===== config.mk =====
export PLATFORM = sky130hd
export DESIGN_NAME = eq3_sweep_ctrl
export DESIGN_NICKNAME = d
export VERILOG_FILES = /design/src/rtl/eq3_test_pkg.sv /design/src/rtl/eq3_sweep_ctrl_settle_timer.sv /design/src/rtl/eq3_sweep_ctrl.sv
export SDC_FILE = /design/constraint.sdc
export NUM_CORES = 1
export LEC_CHECK = 0
export CAP_MARGIN = 20
export CORE_UTILIZATION = 50
export DETAILED_ROUTE_END_ITERATION = 10
export HOLD_SLACK_MARGIN = 0.1
export PLACE_DENSITY = 0.85
export SLEW_MARGIN = 40
export SYNTH_ARGS = -nofsm -noshare
export SYNTH_HDL_FRONTEND = slang
export SYNTH_SLANG_ARGS = --single-unit

===== constraint.sdc =====
create_clock -name clk -period 2.4 [get_ports clk]
set_input_delay 0.36 -clock clk [delete_from_list [all_inputs] [get_ports clk]]
set_output_delay 0.36 -clock clk [all_outputs]
set_load 0.02 [all_outputs]

===== src/rtl/eq3_test_pkg.sv =====
// Shared types and constants for the 3-input gate self-test sequencer.
package eq3_test_pkg;

    localparam int unsigned NUM_VEC = 8;
    localparam int unsigned VEC_W   = 3;
    localparam int unsigned ERR_W   = 4;
    localparam int unsigned CNT_W   = 8;

    localparam logic [NUM_VEC-1:0] GOLDEN_EQ3 = 8'h81;
    localparam logic [VEC_W-1:0]   LAST_VEC   = 3'd7;

    typedef enum logic [1:0] {
        ST_IDLE,
        ST_SETTLE,
        ST_SAMPLE,
        ST_DONE
    } state_e;

    // 1 when the observed gate output agrees with the golden bit for this vector
    function automatic logic vec_match(input logic [NUM_VEC-1:0] golden,
                                       input logic [VEC_W-1:0]   idx,
                                       input logic               observed);
        return observed == golden[idx];
    endfunction

endpackage


===== src/rtl/eq3_sweep_ctrl_settle_timer.sv =====
// Per-vector settle counter: counts while enabled, flags the last settle cycle.
module settle_timer
    import eq3_test_pkg::*;
#(
    parameter int unsigned SETTLE = 2
) (
    input  logic clk,
    input  logic rst,
    input  logic clear,
    input  logic enable,
    output logic expired
);

    localparam logic [CNT_W-1:0] LAST = CNT_W'(SETTLE - 1);

    logic [CNT_W-1:0] cnt_q;
    logic [CNT_W-1:0] cnt_d;

    always_comb begin
        cnt_d = cnt_q;
        if (clear) begin
            cnt_d = '0;
        end else if (enable) begin
            cnt_d = cnt_q + CNT_W'(1);
        end
    end

    always_ff @(posedge clk or posedge rst) begin
        if (rst) begin
            cnt_q <= '0;
        end else begin
            cnt_q <= cnt_d;
        end
    end

    assign expired = enable && (cnt_q == LAST);

endmodule


===== src/rtl/eq3_sweep_ctrl.sv =====
// Self-test sequencer: sweeps all 8 input vectors through a 3-input gate,
// samples its output after a settle time and accumulates pass/fail results.
module eq3_sweep_ctrl
    import eq3_test_pkg::*;
#(
    parameter int unsigned          SETTLE = 2,
    parameter logic [NUM_VEC-1:0]   GOLDEN = GOLDEN_EQ3
) (
    input  logic               clk,
    input  logic               rst,
    input  logic               start,
    input  logic               abort,
    input  logic               dut_out,
    output logic               drv_a,
    output logic               drv_b,
    output logic               drv_c,
    output logic [VEC_W-1:0]   vec_idx,
    output logic               busy,
    output logic               done,
    output logic               pass,
    output logic [ERR_W-1:0]   err_cnt,
    output logic [NUM_VEC-1:0] result_map
);

    state_e               state_q, state_d;
    logic [VEC_W-1:0]     vec_q, vec_d;
    logic                 busy_q, busy_d;
    logic                 done_q, done_d;
    logic                 pass_q, pass_d;
    logic [ERR_W-1:0]     err_q, err_d;
    logic [NUM_VEC-1:0]   map_q, map_d;

    logic                 expired;
    logic                 timer_clear_c;
    logic                 timer_en_c;
    logic                 match_c;

    // Counter only runs in SETTLE; cleared on expiry so each vector starts at 0
    assign timer_en_c    = (state_q == ST_SETTLE);
    assign timer_clear_c = abort || (state_q != ST_SETTLE) || expired;

    settle_timer #(
        .SETTLE (SETTLE)
    ) u_settle_timer (
        .clk     (clk),
        .rst     (rst),
        .clear   (timer_clear_c),
        .enable  (timer_en_c),
        .expired (expired)
    );

    assign match_c = vec_match(GOLDEN, vec_q, dut_out);

    always_comb begin
        state_d = state_q;
        vec_d   = vec_q;
        busy_d  = busy_q;
        done_d  = done_q;
        pass_d  = pass_q;
        err_d   = err_q;
        map_d   = map_q;

        if (abort) begin
            // Partial err_cnt/result_map are kept for debug
            state_d = ST_IDLE;
            vec_d   = '0;
            busy_d  = 1'b0;
            done_d  = 1'b0;
            pass_d  = 1'b0;
        end else begin
            unique case (state_q)
                ST_IDLE, ST_DONE: begin
                    if (start) begin
                        state_d = ST_SETTLE;
                        vec_d   = '0;
                        busy_d  = 1'b1;
                        done_d  = 1'b0;
                        pass_d  = 1'b0;
                        err_d   = '0;
                        map_d   = '0;
                    end
                end
                ST_SETTLE: begin
                    if (expired) begin
                        state_d = ST_SAMPLE;
                    end
                end
                ST_SAMPLE: begin
                    map_d[vec_q] = match_c;
                    err_d        = err_q + ERR_W'(!match_c);
                    if (vec_q == LAST_VEC) begin
                        state_d = ST_DONE;
                        busy_d  = 1'b0;
                        done_d  = 1'b1;
                        pass_d  = (err_d == '0);
                    end else begin
                        state_d = ST_SETTLE;
                        vec_d   = vec_q + VEC_W'(1);
                    end
                end
                default: begin
                    state_d = ST_IDLE;
                end
            endcase
        end
    end

    always_ff @(posedge clk or posedge rst) begin
        if (rst) begin
            state_q <= ST_IDLE;
            vec_q   <= '0;
            busy_q  <= 1'b0;
            done_q  <= 1'b0;
            pass_q  <= 1'b0;
            err_q   <= '0;
            map_q   <= '0;
        end else begin
            state_q <= state_d;
            vec_q   <= vec_d;
            busy_q  <= busy_d;
            done_q  <= done_d;
            pass_q  <= pass_d;
            err_q   <= err_d;
            map_q   <= map_d;
        end
    end

    // The applied vector and its index are the same register
    assign drv_a      = vec_q[2];
    assign drv_b      = vec_q[1];
    assign drv_c      = vec_q[0];
    assign vec_idx    = vec_q;
    assign busy       = busy_q;
    assign done       = done_q;
    assign pass       = pass_q;
    assign err_cnt    = err_q;
    assign result_map = map_q;

endmodule


After elaboration in Yosys (flattened, before gate mapping)
Memory sizes are Yosys's and may differ from the RTL's.
Index checks and enable logic that the tools add are counted.

word-level totals
  bits in registers = 28
  bits in read-only memories = 8
  bits of input ports = 5
  memories kept = 1
  word-level logic and storage cells = 72

memory list
  name              words  bits a word  read ports  clocked after Yosys merged registers in  wr ports  RTL line            RTL
  (name not given)  8      1            1           0                                        0         eq3_test_pkg.sv:23  return observed == golden[idx];

cells by class
  eq/ne operators = 12
  bitwise operators = 1
  add/sub/neg operators = 3
  order comparisons = 2
  multiplexer cells = 30
  reduce and logical (&&, ||, !) cells = 15

operators by type and width
  kind                                                                count
  2-to-1 mux 8 bit                                                    3
  case mux 8 bit (2 select lines)                                     1
  inequality test 3 bit (second input constant)                       4
  2-to-1 mux 1 bit                                                    10
  2-to-1 mux 3 bit                                                    3
  AND reduction 3 bit                                                 3
  adder 8 x 1 -> 8 bit (second input constant)                        1
  bitwise mux 8 bit                                                   1
  equality test 8 x 1 -> 1 bit (second input constant)                1
  2-to-1 mux 2 bit                                                    4
  case mux 4 bit (2 select lines)                                     1
  case mux 1 bit (2 select lines)                                     3
  case mux 2 bit (3 select lines)                                     1
  case mux 3 bit (2 select lines)                                     1
  adder 4 x 1 -> 4 bit                                                1
  equality test 2 bit (second input constant)                         2
  logical NOT 4 bit                                                   1
  < comparator 3 x 4 -> 1 bit (second input constant)                 1
  2-to-1 mux 4 bit                                                    1
  nonzero test 2 bit                                                  2
  adder 3 x 1 -> 3 bit (second input constant)                        1
  demux 1 bit (select 3 bit)                                          1
  equality test 3 bit (second input constant)                         1
  greater-or-equal comparator 3 x 1 -> 1 bit (second input constant)  1
  other kinds (12)                                                    14

Depth between registers and ports, before layout
Gate-level depths: netlist of the first run.

  depth after elaboration = 9
  mapped depth = 9
  mapped depth without buffers = 9

Modules after synthesis
Synthesis of the first run repeated with hierarchy kept, for this count alone.

unflattened totals
  cell total of the unflattened synthesis = 176
  area, all modules = 1,609.0 µm²

by module, submodules not included
  module          cells each  area an instance (µm²)  times used
  eq3_sweep_ctrl  133         1,194.9                 1
  settle_timer    43          414.1                   1

Worst setup path after synthesis of the first run
No wires, ideal clock.

  path type = flip-flop to flip-flop
  start point = register vec_q[0], in the netlist vec_idx[0]
  end point = register pass_q, in the netlist pass
  path buffers = 0
  stages on the path, launching flop included = 9
  arrival time = 2.118 ns
  slack = 0.214 ns
  setup time = 0.067 ns
  clock period less this slack = 2.186 ns
  cells stage by stage = dfrtp_1 inv_1 ha_1 mux2i_1 xnor2_1 ha_1 ha_1 nor4_1 a32o_1

between the ends
  word-level cells in the longest chain between the ends = 9
  elaborated cells between the ends (all ways) = 12
  classes of those cells = add/sub: 1; eq/ne: 3; mux: 4; reduce/logical: 3; memory: 1

ends and longest elaborated chain
  what                                    RTL line               RTL
  start: declaration                      eq3_sweep_ctrl.sv:26   logic [VEC_W-1:0] vec_q, vec_d;
  start signal: assignment                eq3_sweep_ctrl.sv:119  vec_q <= vec_d;
  memory (8 x 1 bit)                      --
  2-to-1 mux 1 bit (implied by the code)  eq3_test_pkg.sv:23
  equality test 1 bit                     eq3_test_pkg.sv:23
  logical NOT 1 bit                       eq3_sweep_ctrl.sv:90   err_d = err_q + ERR_W'(!match_c);
  adder 4 x 1 -> 4 bit                    eq3_sweep_ctrl.sv:90
  logical NOT 4 bit                       eq3_sweep_ctrl.sv:95   pass_d = (err_d == '0);
  2-to-1 mux 1 bit                        eq3_sweep_ctrl.sv:91   if (vec_q == LAST_VEC) begin
  case mux 1 bit (2 select lines)         eq3_sweep_ctrl.sv:71   unique case (state_q)
  2-to-1 mux 1 bit                        eq3_sweep_ctrl.sv:63   if (abort) begin
  end signal: assignment                  eq3_sweep_ctrl.sv:122  pass_q <= pass_d;
  end: declaration                        eq3_sweep_ctrl.sv:29   logic pass_q, pass_d;

Several ways; a longest one is shown, not always the timed one. The select of a mux whose other input is x is not followed.
A chain may end at the register's enable or synchronous reset.

Final worst setup path of the first run
  start point = register vec_q[1], in the netlist vec_idx[1]
  end point = register pass_q, in the netlist pass

The elaborated chain is that of the path after synthesis.

==> flow_results.org, run 1 <==
** Outcome
- The run finished, with violations left.
- The checks that failed: DRC.

** Clock network
- Post-CTS repair timing setup buffer count :: 0
- CTS clock-pin slew for the worst setup and hold paths :: 0.15 ns
- CTS built an H-tree with a depth of 1.
- The tree is rooted in a sky130_fd_sc_hd__clkbuf_4.
- Clock tree synthesis inserted a total of 3 buffers.
- Number of clock sinks :: 28
- TritonCTS built the clock tree.
- Maximum root-to-sink buffer count :: 2
- Clock latency on the worst-skew pair, taken at its later pin, is 0.33 ns.

** Critical path
- The worst setup path is captured at a register.
- Series of cell instances along the critical path :: inv_1 > ha_1 > mux2i_1 > xnor2_2 > ha_1 > ha_1 > nor4_2 > a32o_1
- The critical path is of the register to register type.
- Among the stages of the critical path, the cell type that occurs most often is sky130_fd_sc_hd__ha_1.
- Worst Setup Start Kind :: register
- WP data arrival :: 2.52 ns
- CP Data Required Time :: 2.68 ns
- Largest incremental delay on the critical path :: between 0.4 and 0.5 ns
- In this design, the largest share of critical-path delay is due to adder cells.
- Along the worst path, the maximum fanout reaches 9.
- R2R Path Start :: vec_idx[1]$_DFFE_PP0P_
- Among all stages on the critical path, the largest delay is contributed by sky130_fd_sc_hd__dfrtp_2.
- Counting both buffers and inverters, the worst setup path holds a total of 1.
- The critical path starts at vec_idx[1]$_DFFE_PP0P_.

** Cells and area
- Post-layout util :: 0.674
- In the final layout, the share of cells above drive strength 1 is 0.118.
- 0 antenna diodes ended up in the layout.
- After the flow finishes, the layout carries non-filler instances totaling approximately 220.
- Compared with the post-synthesis result, the final layout area differs by 23.7%.
- After routing the design area is 1920 um2.
- Net count reported at finish :: 203

** Global route
- Number of antenna violations at the first check in global routing :: 0
- In the global route stage, overall resource usage came out at 0.236.
- Number of global-route vias before repair :: 1353
- Global routing finished with a remaining overflow of 0.
- Pin count of the biggest net entering global routing :: 29
- Global-route wire length before repair :: approximately 6 mm

** Synth
- Post-synthesis average cell area :: 9.77 um2
- Syn_nets :: 174
- The mapped netlist covers 1550 um2.
- Post-synthesis instance total :: 159
- Cell type contributing the most total cell area after synthesis :: sky130_fd_sc_hd__dfrtp_1
- Most used standard cell by instance count after synthesis :: sky130_fd_sc_hd__dfrtp_1
- Of the synthesized area, sequential elements account for 0.451.
- The synthesized netlist contains 35 unique library cells.
- Largest cells by area after synthesis :: sky130_fd_sc_hd__dfrtp_1 45%, sky130_fd_sc_hd__ha_1 8.1%, sky130_fd_sc_hd__a22o_1 4.5%
- Most frequent cells after synthesis :: 28 x sky130_fd_sc_hd__dfrtp_1, 14 x sky130_fd_sc_hd__nor2_1, 14 x sky130_fd_sc_hd__o21ai_0
- Counting flops with an async set or reset pin after synthesis yields a share of 1.00.
- Most instantiated flip-flop cell in the synthesis netlist :: sky130_fd_sc_hd__dfrtp_1
- Yosys Warn Count :: 0
- Yosys mapped a number of flops with a built-in enable equal to 0.
- Top-area cell type share of the netlist area :: 0.451
- The synthesized design contains 28 register bits.

** Pwr
- Total chip power :: 1.15 mW
- In this run the power density over the cells is 598 nW/um2.
- Lkg Pwr :: about 0.85 nW
- IR analysis of the VDD net gives a maximum drop of 351 uV.

** Place
- Routability-driven placement finished with a final weighted congestion of 0.839.
- The placed instances occupy a cell area of 1850 um2.
- Total instance count after detailed placement :: 214
- DP Wirelength :: 2.67 mm
- At the placement stage, the worst setup path has a slack of 0.145 ns.
- Count of input and output buffers :: 25

** Timing
- Setup repair after global routing left no endpoint under its margin.
- Hold Worst Slack :: 0.366 ns
- In this run the tightest slew margin relative to its limit is 0.637.
- Number of slew-limit violations in the final report :: 0
- Across all setup checks in the final design, the least slack found is 0.166 ns.
- Final worst clock skew :: 0.00253 ns
- Minimum period implied by the final worst setup slack :: around 2.2 ns
- The count of final hold-check violations was 0.
- At the pin with the least slew margin, the transition time is approximately 0.54 ns.
- Sum of negative setup slack :: 0 ns
- Final Setup Violations :: 0
- Share of the clock period used by the worst path :: 0.931
- For this run, the top clock speed supported by timing is about 450 MHz.

** Route
- The final route contains 1289 vias.
- Drt first pass iters :: 7
- Detailed-route wire length :: 3.53 mm
- For this block, the initial DRC count from the detailed router was 57.
- Post-route DRC violation count :: 1
- Post-detailed-route wirelength per cell :: 16.2 um
- After detailed routing, the number of vias per cell comes to slightly below 6.
- Once detail routing completed, the nets flagged for antenna violations numbered 0.

** Floorplanning
- The total area inside the core boundary comes to about 2900 um2.
- The floorplan has 19 rows.
- Die height :: 57.8 um
- During I/O placement, the number of pins put on the boundary was 26.
- Die width :: 57.8 um
- Initial standard-cell utilization of the core :: 0.545
- The die covers 3340 um2.

** Run
- The tool flagged a number of max-cap violations equal to 0.

** Worst hold path
- Class of the tightest hold or removal check :: input port to asynchronous set/reset pin
==> repair_timing <==
action	CTS	global route
hold buffers	0	0
gates resized for setup	0	3
endpoints found under the setup margin	0	2
==> area by class of cell <==
cell class,instances,area (um2)
tap,31,38.8
sequential,28,702
inverter,8,30.0
fill,227,931
timing repair buffer,33,310
multi-input combinational,114,788
clock inverter,1,30.0
clock buffer,3,22.5
==> worst reg2reg max path, cell delays in order (launching register included) <==
cell and delay (ns):
sky130_fd_sc_hd__dfrtp_2 0.48, sky130_fd_sc_hd__inv_1 0.09, sky130_fd_sc_hd__ha_1 0.21, sky130_fd_sc_hd__mux2i_1 0.21, sky130_fd_sc_hd__xnor2_2 0.19, sky130_fd_sc_hd__ha_1 0.23, sky130_fd_sc_hd__ha_1 0.26, sky130_fd_sc_hd__nor4_2 0.32
sky130_fd_sc_hd__a32o_1 0.20
==> per-layer routing <==
metal | vias up | part of all wire | global-route usage
met5 | - | 0 | 0
met4 | 0 | 0.0096 | 0.116
met3 | 4 | 0.043 | 0.0268
met2 | 41 | 0.53 | 0.414
met1 | 628 | 0.42 | 0.288
li1 | 616 | - | -
==> kinds of logic after synthesis <==
logic type | share of synthesized area
muxes | 0.0137
AOI/OAI and AO/OA | 0.177
and+or+nand+nor | 0.182
adders and majority gates | 0.0805
DFF | 0.451
buffers and inverters | 0.0507
xor gates and xnor gates | 0.0451
==> cell usage in the layout (no fill, tap or decap), types with 2 or more instances in the layout <==
master / netlist / final
sky130_fd_sc_hd__clkbuf_4: 0 / 3
sky130_fd_sc_hd__dfrtp_1: 28 / 27
sky130_fd_sc_hd__inv_1: 8 / 8
sky130_fd_sc_hd__ha_1: 10 / 10
sky130_fd_sc_hd__xnor2_1: 3 / 2
sky130_fd_sc_hd__xor2_1: 5 / 5
sky130_fd_sc_hd__nor2_1: 14 / 14
sky130_fd_sc_hd__and3_1: 2 / 2
sky130_fd_sc_hd__nand2b_1: 5 / 5
sky130_fd_sc_hd__or2_2: 2 / 2
sky130_fd_sc_hd__a32o_1: 2 / 2
sky130_fd_sc_hd__nand3b_1: 2 / 2
sky130_fd_sc_hd__a21oi_1: 8 / 8
sky130_fd_sc_hd__clkdlybuf4s50_1: 0 / 25
sky130_fd_sc_hd__nand2_1: 10 / 10
sky130_fd_sc_hd__o21ai_0: 14 / 14
sky130_fd_sc_hd__nor2b_1: 2 / 2
sky130_fd_sc_hd__a22o_1: 8 / 8
sky130_fd_sc_hd__nor3_1: 2 / 2
sky130_fd_sc_hd__nand3_1: 9 / 9
sky130_fd_sc_hd__buf_4: 4 / 8
==> sequential cells by signal, summed over array words and instances, names as in the netlist <==
signal	count
busy	1
err_cnt	4
u_settle_timer.cnt_q	8
result_map	8
pass	1
done	1
state_q	2
vec_idx	3
==> worst paths after layout <==
path                                               end  slack (ns)  cells after the start
worst max-delay path                  pass$_DFFE_PP0P_        0.17                      8
worst max register to register        pass$_DFFE_PP0P_        0.17                      8
max in group asynchronous       vec_idx[1]$_DFFE_PP0P_        1.76                      3
worst min-delay path            vec_idx[0]$_DFFE_PP0P_        0.37                      3
min in group clk                err_cnt[0]$_DFFE_PP0P_        0.52                      2
worst min register to register  err_cnt[0]$_DFFE_PP0P_        0.52                      2
==> power breakdown <==
| group | internal, mW | switching, mW | total [mW] |
|---|---|---|---|
| Combinational | 0.129 | 0.192 | 0.321 |
| Clock | 0.169 | 0.141 | 0.310 |
| Sequential | 0.495 | 0.0231 | 0.518 |
| Total | 0.793 | 0.356 | 1.15 |
Power figures use the tool's default switching activity.
==> run 2: changes to the inputs <==
--- a/config.mk
+++ b/config.mk
@@ -5,12 +5,12 @@
 export SDC_FILE = /design/constraint.sdc
 export NUM_CORES = 1
 export LEC_CHECK = 0
+export ABC_CLOCK_PERIOD_IN_PS = 2400
 export CAP_MARGIN = 20
 export CORE_UTILIZATION = 50
 export DETAILED_ROUTE_END_ITERATION = 10
 export HOLD_SLACK_MARGIN = 0.1
 export PLACE_DENSITY = 0.85
-export SLEW_MARGIN = 40
 export SYNTH_ARGS = -nofsm -noshare
 export SYNTH_HDL_FRONTEND = slang
 export SYNTH_SLANG_ARGS = --single-unit
==> results of run 2 <==
No change in the layout: final DEF, timing and power equal those of run 1.
